`src/rtl/cpu_sequencer.sv`:
```
// Micro-cycle sequencer and instruction register for the 8-bit CPU.
// Closes the loop with the combinational control decoder: feeds it cycle/opcode/eq_zero, acts on its state code.
module cpu_sequencer #(
  parameter int unsigned MAX_CYCLE = 7
) (
  input  logic       clk,
  input  logic       reset_n,
  input  logic [3:0] state,
  input  logic [7:0] bus,
  input  logic       alu_zero,
  input  logic       run,
  input  logic       resume,
  output logic [3:0] cycle,
  output logic [3:0] opcode,
  output logic [3:0] operand,
  output logic       eq_zero,
  output logic       halted,
  output logic       out_valid,
  output logic [7:0] out_data,
  output logic       error
);

  // Decoder state codes, shared with the control decoder.
  localparam logic [3:0] STATE_NEXT       = 4'h0;
  localparam logic [3:0] STATE_FETCH_PC   = 4'h1;
  localparam logic [3:0] STATE_FETCH_INST = 4'h2;
  localparam logic [3:0] STATE_LOAD_ADDR  = 4'h3;
  localparam logic [3:0] STATE_RAM_A      = 4'h4;
  localparam logic [3:0] STATE_ADD        = 4'h5;
  localparam logic [3:0] STATE_SUB        = 4'h6;
  localparam logic [3:0] STATE_OUT_A      = 4'h7;
  localparam logic [3:0] STATE_HALT       = 4'h8;

  localparam logic [3:0] LAST_CYCLE = 4'(MAX_CYCLE);

  logic [7:0] ir;

  assign opcode  = ir[7:4];
  assign operand = ir[3:0];

  always_ff @(posedge clk or negedge reset_n) begin
    if (!reset_n) begin
      cycle     <= '0;
      ir        <= '0;
      eq_zero   <= 1'b0;
      halted    <= 1'b0;
      out_valid <= 1'b0;
      out_data  <= '0;
      error     <= 1'b0;
    end else if (halted && resume) begin
      // Resume steps past the HLT cycle so the decoder sees cycle 3 next.
      halted    <= 1'b0;
      cycle     <= cycle + 4'd1;
      out_valid <= 1'b0;
    end else if (halted || !run) begin
      out_valid <= 1'b0;
    end else begin
      out_valid <= 1'b0;
      case (state)
        STATE_NEXT: cycle <= '0;
        STATE_HALT: halted <= 1'b1;
        default: begin
          if (cycle == LAST_CYCLE) begin
            error <= 1'b1;
            cycle <= '0;
          end else begin
            cycle <= cycle + 4'd1;
          end
        end
      endcase

      case (state)
        STATE_FETCH_INST: ir <= bus;
        STATE_ADD, STATE_SUB: eq_zero <= alu_zero;
        STATE_OUT_A: begin
          out_data  <= bus;
          out_valid <= 1'b1;
        end
        default: ;
      endcase
    end
  end

endmodule

```
`config.mk`:
```
export PLATFORM = sky130hd
export DESIGN_NAME = cpu_sequencer
export DESIGN_NICKNAME = d
export VERILOG_FILES = /design/src/rtl/cpu_sequencer.sv
export SDC_FILE = /design/constraint.sdc
export NUM_CORES = 1
export LEC_CHECK = 0
export CAP_MARGIN = 30
export CORE_MARGIN = 5
export CORE_UTILIZATION = 25
export DETAILED_ROUTE_END_ITERATION = 10
export DONT_BUFFER_PORTS = 1
export SETUP_SLACK_MARGIN = 0.4
export SYNTH_ARGS = -nofsm -noshare
export SYNTH_HDL_FRONTEND = slang
export SYNTH_SLANG_ARGS = --single-unit
```
`constraint.sdc`:
```
create_clock -name clk -period 1.5 [get_ports clk]
set_input_delay 0 -clock clk [delete_from_list [all_inputs] [get_ports clk]]
set_output_delay 0 -clock clk [all_outputs]
set_load 0.01 [all_outputs]
```
# Yosys cells after proc, flatten, opt, wreduce, memory -nomap -nowiden
# Index checks and enable logic that the tools add are counted.
[classes]
shift = 0
bitwise = 3
n_addsub = 1
n_div = 0
n_mux = 10
n_mul = 0
n_eq_ne = 8
order_cmp = 0
reduce_logical = 13
[op_table]
columns = ["cell", "count"]
rows = [
  ["equality test 4 x 3 -> 1 bit (second input constant)", 4],
  ["2-to-1 mux 4 bit", 3],
  ["AND reduction 3 bit", 3],
  ["case mux 4 bit (2 select lines)", 1],
  ["2-to-1 mux 1 bit", 6],
  ["adder 4 x 1 -> 4 bit (second input constant)", 1],
  ["equality test 4 x 2 -> 1 bit (second input constant)", 1],
  ["equality test 4 bit (second input constant)", 1],
  ["logical NOT 4 bit", 1],
  ["!= test 2 bit (second input constant)", 2],
  ["AND reduction 2 bit", 2],
  ["AND reduction 4 bit", 1],
  ["OR reduction 2 bit", 2],
  ["inverter 1 bit", 3],
  ["nonzero test 2 bit", 1],
  ["logical AND 1 bit", 1],
  ["logical NOT 1 bit", 1],
  ["logical OR 1 bit", 1],
]
[totals]
mem_bits_rw = 0
reg_bits = 24
mem_bits_ro = 0
out_inout_bits = 24
input_bits = 17
n_memories = 0
latch_bits = 0

# Longest topological paths before layout
# Gate-level depths: netlist (run 1).
[depth]
word_depth = 5
ltp_mapped = 5
mapped_depth_nobuf = 5

# Worst setup path before layout (run 1)
# Ideal clock, no wire load.
[synth_timing]
kind = "register -> register"
start = "register halted"
end = "register out_data[0]"
slack_ns = 0.046
arrival_time_ns = 1.329
required_time_ns = 1.375
setup_time_ns = 0.125
path_buffers = 1
synth_period_minus_slack_ns = 1.454
stages_incl_launch_ff = 5
cell_sequence = "dfrtp_1 nor2b_2 and4_4 buf_12 mux2_4"
[synth_via]
elab_chain_len = 3
[synth_rtl]
columns = ["item", "line", "text"]
rows = [
  ["from (decl)", "17", "output logic halted,"],
  ["from (signal assigned)", "46", "halted <= 1'b0;"],
  ["from (signal assigned)", "52", "halted <= 1'b0;"],
  ["from (signal assigned)", "61", "STATE_HALT: halted <= 1'b1;"],
  ["logical OR 1 bit / logical AND 1 bit (equally long branches)", "55, 50", ""],
  ["inverter 1 bit (no source line)", "--", ""],
  ["AND reduction 3 bit (no source line) *", "--", ""],
  ["to (signal assigned)", "76", "out_data <= bus;"],
  ["to (decl)", "19", "output logic [7:0] out_data,"],
]
# Every way passes the cells marked *; elsewhere a longest branch is shown, timed or not.
# A chain may end at the register's enable or synchronous reset.

# Worst setup path after layout (run 1)
[layout_timing]
start = "register halted"
end = "register out_data[6]"
# Same word-level chain as after synthesis.

==> results of run 1 <==
[per-stage QoR]
step | hold WS, ns | utilization, % | setup WS, ns | power (mW) | area (sq um)
after floorplan | -0.296 | - | 0.123 | 1.35 | 1130
after global placement | -0.295 | 27.6 | 0.161 | 1.47 | 1200
after detailed placement | -0.295 | 27.6 | 0.130 | 1.49 | 1200
after CTS | 0.00874 | 33.6 | 0.173 | 2.00 | 1460
after global routing | 0.0177 | 34.3 | 0.157 | 2.11 | 1490
final | 0.0108 | 34.3 | 0.184 | 1.98 | 1490
[power by group through the flow]
stage                     sequential (mW)  clock, mW  combinational [mW]
after floorplan                      1.04          0               0.305
after global placement               1.06          0               0.408
after detailed placement             1.07          0               0.423
after CTS                            1.06      0.437               0.503
after global routing                 1.08      0.474               0.556
final                                1.06      0.425               0.497
[state kept, by name (all words and copies together) (netlist names)]
register / cells
out_data: 8
halted: 1
error: 1
eq_zero: 1
ir: 8
out_valid: 1
cycle: 4
[worst min-delay path, stage by stage]
cell	delay [ns]
nand2b_4	0.07
nor2_2	0.05
a21oi_1	0.11
[how the worst min path moves through the flow]
stage	start	to	slack, ns	depth (start not counted)
after floorplan	reset_n	cycle[0]$_DFFE_PN0P_	-0.30	0
final	run	cycle[3]$_DFFE_PN0P_	0.01	3
after global routing	run	cycle[3]$_DFFE_PN0P_	0.02	3
after CTS	run	cycle[3]$_DFFE_PN0P_	0.009	3
after detailed placement	reset_n	out_data[4]$_DFFE_PN0P_	-0.29	0
after global placement	reset_n	out_data[4]$_DFFE_PN0P_	-0.29	0
[layout by cell type (no fill, tap or decap), drive strengths merged, types with 2 or more instances in the layout]
| master | count |
|---|---|
| buf | 9 |
| dfrtp | 24 |
| inv | 2 |
| and4 | 2 |
| clkbuf | 4 |
| a21oi | 3 |
| nor2 | 2 |
| nor3 | 3 |
| dlygate4sd3 | 14 |
| mux2 | 17 |
| nor2b | 2 |
| nand2b | 2 |
| nand3 | 3 |
| o21ai | 3 |
| nand2 | 4 |
[area by class of cell]
cell class                 instances  area [sq um]
tap                               52          65.1
fill                             413          2860
inverter                           2          7.51
timing repair buffer              23           211
sequential                        24           602
clock buffer                       4          55.1
multi-input combinational         53           553
[kinds of logic (layout without fill, tap and decap cells)]
| kind of cell | count (synthesis) | count (layout) | share of synthesized area, % |
|---|---|---|---|
| DFF | 24 | 24 | 53.6 |
| and+or+nand+nor | 20 | 21 | 13.5 |
| buffers and inverters | 3 | 29 | 2.46 |
| adders and majority gates | 1 | 1 | 1.12 |
| xor gates and xnor gates | 2 | 2 | 1.56 |
| muxes | 18 | 18 | 20.6 |
| AOI/OAI and AO/OA | 11 | 11 | 7.14 |
[what timing repair did]
| action | CTS | global route |
|---|---|---|
| hold buffers | 13 | 1 |
| resized for setup | 7 | 1 |
| buffers inserted | 4 | 1 |
| hold endpoints to repair | 45 | 1 |
| pin swaps | 4 | 5 |
| setup endpoints to repair | 21 | 22 |
| cloned | 1 | 0 |
[layer usage]
metal  vias up  part of all wire [%]
met5         -                     0
met3         2                    11
met4         0                  0.56
met2        30                    47
met1       347                    42
li1        340                     -
==> impl_metrics.ini, run 1 <==
[status]
status = finished clean

[floorplan]
dieArea_sq_um = 5920
coreArea_sq_um = 4350
chipHeight_um = 77.0
ioPinCount = 41
die_x_um = 77.0
start_util_pct = 25.7
rows = 24

[cts]
clkTransAtPathRegs_ns = 0.08
cts_buffers = 3
cts_buffer_depth = 2
cts_sinks = 24
clk_latency_ns = 0.26
cts_tree = done
root_buffer = clkbuf_8
h-tree-depth = 1

[sta]
tns_ns = 0
skew_ns = 0.00515
clock.fmax_mhz = 760
finalSetupViolations = 0
rsz0062_at_grt = yes
hold_violations = 0
fin_crit_sh_pct = 87.7
slew_violations = 0
relSlewSlack_pct = 72.4
worst_pin_slew_ns = 0.413
finalCriticalPeriod_ns = 1.32

[synth]
ys_types = 30
synth_nets = 97
synth.cells.most_frequent = dfrtp_1, mux2_2, mux2_4
yosys.area.top_type_share_pct = 53.6
synth.cell_area_sq_um = 1120
postSynthAreaPerCell_sq_um = 14.2
synthCells = 79
ys_seq_elements = 24
synth_edf_count = 0
ys_seq_area_share_pct = 53.6
synth_flop_cell = dfrtp_1
synth_most_common_cell = dfrtp_1
netlist_top_cells_area = dfrtp_1, mux2_4, mux2_2
ys_warn_count = 0
async_flop_share_pct = 100
yosysTopAreaCell = dfrtp_1

[run]
cap_violations = 0

[routing]
drc = 0
viasPerCell = 4.55
drtPass1Iterations = 3
routed_wl_um = 2520
ant_nets = 0
wl_per_cell_um = 15.9
drt_iter0_drc = 26
routed-via-count = 719

[power_and_ir_drop]
powerDensity_nw_per_um2 = 1320
intPower_mw = 1.36
vdd_drop_max_mv = 0.455
switching_share_pct = 31.5
power_frac_comb_pct = 25.1
power_switching_mw = 0.622
p_clk_share_pct = 21.5
power.share.sequential_pct = 53.4
total_leakage_power_nw = 0.641

[worst_setup_path]
reg2reg_setup_slack_ns = 0.18
crit_required_ns = 1.64
r2r_end = out_data[6]$_DFFE_PN0P_
crit-reg2reg-launch = halted$_DFFE_PN0P_
r2r_cells = 3
crit_path_cell_trace = nor2b_4 -> and4_4 -> mux2_4
crit_family = simple AND/OR/NAND/NOR gates
cp.depth = 3
crit_start = halted$_DFFE_PN0P_
cp_max_fo = 5
crit_arrival_ns = 1.46
max_stage_delay_ns = 0.43
cpMaxStageDelayCell = dfrtp_2
worstSetupEndpointType = flip-flop
crit_type = flip-flop to flip-flop
startpoint_type = flip-flop
crit_end = out_data[6]$_DFFE_PN0P_
crit_buf_inv = 0

[finish]
area_growth_pct = 33.3
n_antenna_cell = 0
layout-drive-gt1-share_pct = 46.2
final_cells = 158
nets = 125

[global_route]
met2_usage_pct = 13.9
grt_pass1_vias = 780
antenna_found_initial = 0
grt_pass1_wl_um = 4140
grt_util_all_layers_pct = 8.55
grt-ovfl-total = 0
grt_max_degree = 25
grt-busiest-layer = met2
grtUsageMet1_pct = 10.2
grt_use_met3_pct = 3.86

[placed_design]
dp.cells = 133
dp_hpwl_um = 1820
port-buffer-count = 0
routabilityCongestion = 0.793

[worst_hold_path]
hold_class = input pin to flip-flop
(Power assumes the default switching activity.)
==> inputs of run 2 (changes only) <==
Settings changed: CORE_UTILIZATION 25 to 40, CTS_CLUSTER_DIAMETER set to 30, PLACE_DENSITY_LB_ADDON set to 0.2.
==> run 2 against run 1 <==
  * Sequential share of layout area shrank 0.86 points
  * Design area grew 2.2%
  * Largest power group unchanged
  * Critical path type unchanged
  * Largest cell class unchanged
  * Fmax grew 0.31%
==> impl_metrics.ini, run 2 (synthesis gave the netlist of run 1 again) <==
[placed_design]
dp_hpwl_um = 1630
routabilityCongestion = 0.790
dp.cells = 112
dpl_cell_area_sq_um = 1170
port-buffer-count = 0

[worst_setup_path]
crit_path_cell_trace = nor2b_4 -> and4_4 -> mux2_4
crit_buf_inv = 0
crit_start = halted$_DFFE_PN0P_
crit_required_ns = 1.71
startpoint_type = flip-flop
crit_family = flip-flops
crit_end = out_data[6]$_DFFE_PN0P_
crit_type = flip-flop to flip-flop
reg2reg_setup_slack_ns = 0.19
crit_arrival_ns = 1.52
r2r_cells = 3
cp_max_fo = 5
worstSetupEndpointType = flip-flop
crit-reg2reg-launch = halted$_DFFE_PN0P_
cp.depth = 3
max_stage_delay_ns = 0.45
cpMaxStageDelayCell = dfrtp_2
r2r_end = out_data[6]$_DFFE_PN0P_

[global_route]
grt_util_all_layers_pct = 13.5
grt_pass1_wl_um = 4300
grt_max_degree = 25
antenna_found_initial = 0
grt_pass1_vias = 840
grt-ovfl-total = 0

[finish]
top_regs = ir: 8 flops, out_data: 8 flops, cycle: 4 flops
final_common_cell = dfrtp_1
area_growth_pct = 36.2
nets = 131
final_cell_mix = dfrtp_1, dlygate4sd3_1, mux2_2
layout-drive-gt1-share_pct = 44.6
finish.instance_area_sq_um = 1530
n_antenna_cell = 0
fillers = 244
final_cells = 143

[floorplan]
start_util_pct = 41.4
ioPinCount = 41
rows = 19
dieArea_sq_um = 3960
coreArea_sq_um = 2710
chipHeight_um = 62.9
die_x_um = 62.9

[power_and_ir_drop]
total_leakage_power_nw = 0.660
power.total_mw = 1.91
powerDensity_nw_per_um2 = 1250
vdd_drop_max_mv = 0.878

[sta]
worst_pin_slew_ns = 0.320
hold_violations = 0
fin_crit_sh_pct = 87.4
tns_ns = 0
slew_violations = 0
skew_ns = 0.00106
hold_slack_ns = 0.0448
finalCriticalPeriod_ns = 1.31
clock.fmax_mhz = 762
rsz0062_at_grt = yes
relSlewSlack_pct = 78.6
finalSetupViolations = 0

[cts]
h-tree-depth = 1
root_buffer = clkbuf_4
cts_buffer_depth = 2
clkTransAtPathRegs_ns = 0.14
clk_latency_ns = 0.31
cts_sinks = 24
cts_buffers = 3
cts_tree = done

[routing]
wl_per_cell_um = 17.5
routed_wl_um = 2500
ant_nets = 0
routed-via-count = 756
drc = 0
viasPerCell = 5.29
drt_iter0_drc = 24
drtPass1Iterations = 4

[worst_hold_path]
hold_class = input pin to flip-flop

[run]
cap_violations = 0

[status]
status = finished clean
==> run 2: through the flow <==
stage | worst slack [ns] | util [%]
6_report | 0.188 | 56.3
5_1_grt | 0.146 | 56.3
4_1_cts | 0.181 | 53.2
3_5_place_dp | 0.128 | 43.3
3_3_place_gp | 0.166 | 43.3
2_1_floorplan | 0.123 | -
==> run 2: how the worst min path moves through the flow <==
stage	start	to	slack, ns	depth (start not counted)
after floorplan	reset_n	cycle[0]$_DFFE_PN0P_	-0.30	0
after global placement	reset_n	ir[2]$_DFFE_PN0P_	-0.29	0
after detailed placement	reset_n	out_valid$_DFF_PN0_	-0.29	0
after CTS	state[0]	out_valid$_DFF_PN0_	-0.08	1
after global routing	state[2]	ir[2]$_DFFE_PN0P_	0.04	3
final	state[2]	ir[5]$_DFFE_PN0P_	0.04	3
==> run 2: cell type report <==
type / instances / area, sq um / area share (%)
Sequential cell: 24 / 602 / 39.4
Multi-Input combinational cell: 53 / 553 / 36.2
Clock buffer: 4 / 36.3 / 2.38
Inverter: 2 / 7.51 / 0.492
Tap cell: 31 / 38.8 / 2.54
Timing Repair Buffer: 29 / 289 / 18.9
==> run 2: worst reg2reg max path, stage by stage (launching register included) <==
cell and delay (ns):
dfrtp_2 0.45, nor2b_4 0.15, and4_4 0.30, mux2_4 0.31
==> run 2: power by group <==
group | switching [mW] | leakage (nW) | internal [mW]
clock | 0.198 | 0.0210 | 0.148
combinational | 0.204 | 0.346 | 0.314
sequential | 0.226 | 0.293 | 0.825
total | 0.628 | 0.660 | 1.29
==> run 2: per-layer routing <==
layer | share of wire (%) | global-route usage (%) | routed length [um] | vias up
met3 | 7.9 | 4.68 | 197 | 2
met4 | 0.76 | 3.98 | 19 | 0
met2 | 49 | 21.8 | 1230 | 27
met1 | 42 | 16.7 | 1060 | 375
met5 | 0 | 0 | 0 | -
li1 | - | - | - | 352
==> run 2: what timing repair did <==
action                                  4_1_cts  5_1_grt
endpoints found under the setup margin       21       22
hold buffers                                 16        3
endpoints found under the hold margin        47       13
gates resized for setup                       7        2
pin swaps                                     3        5
cloned                                        1        0
buffers inserted                              3        3
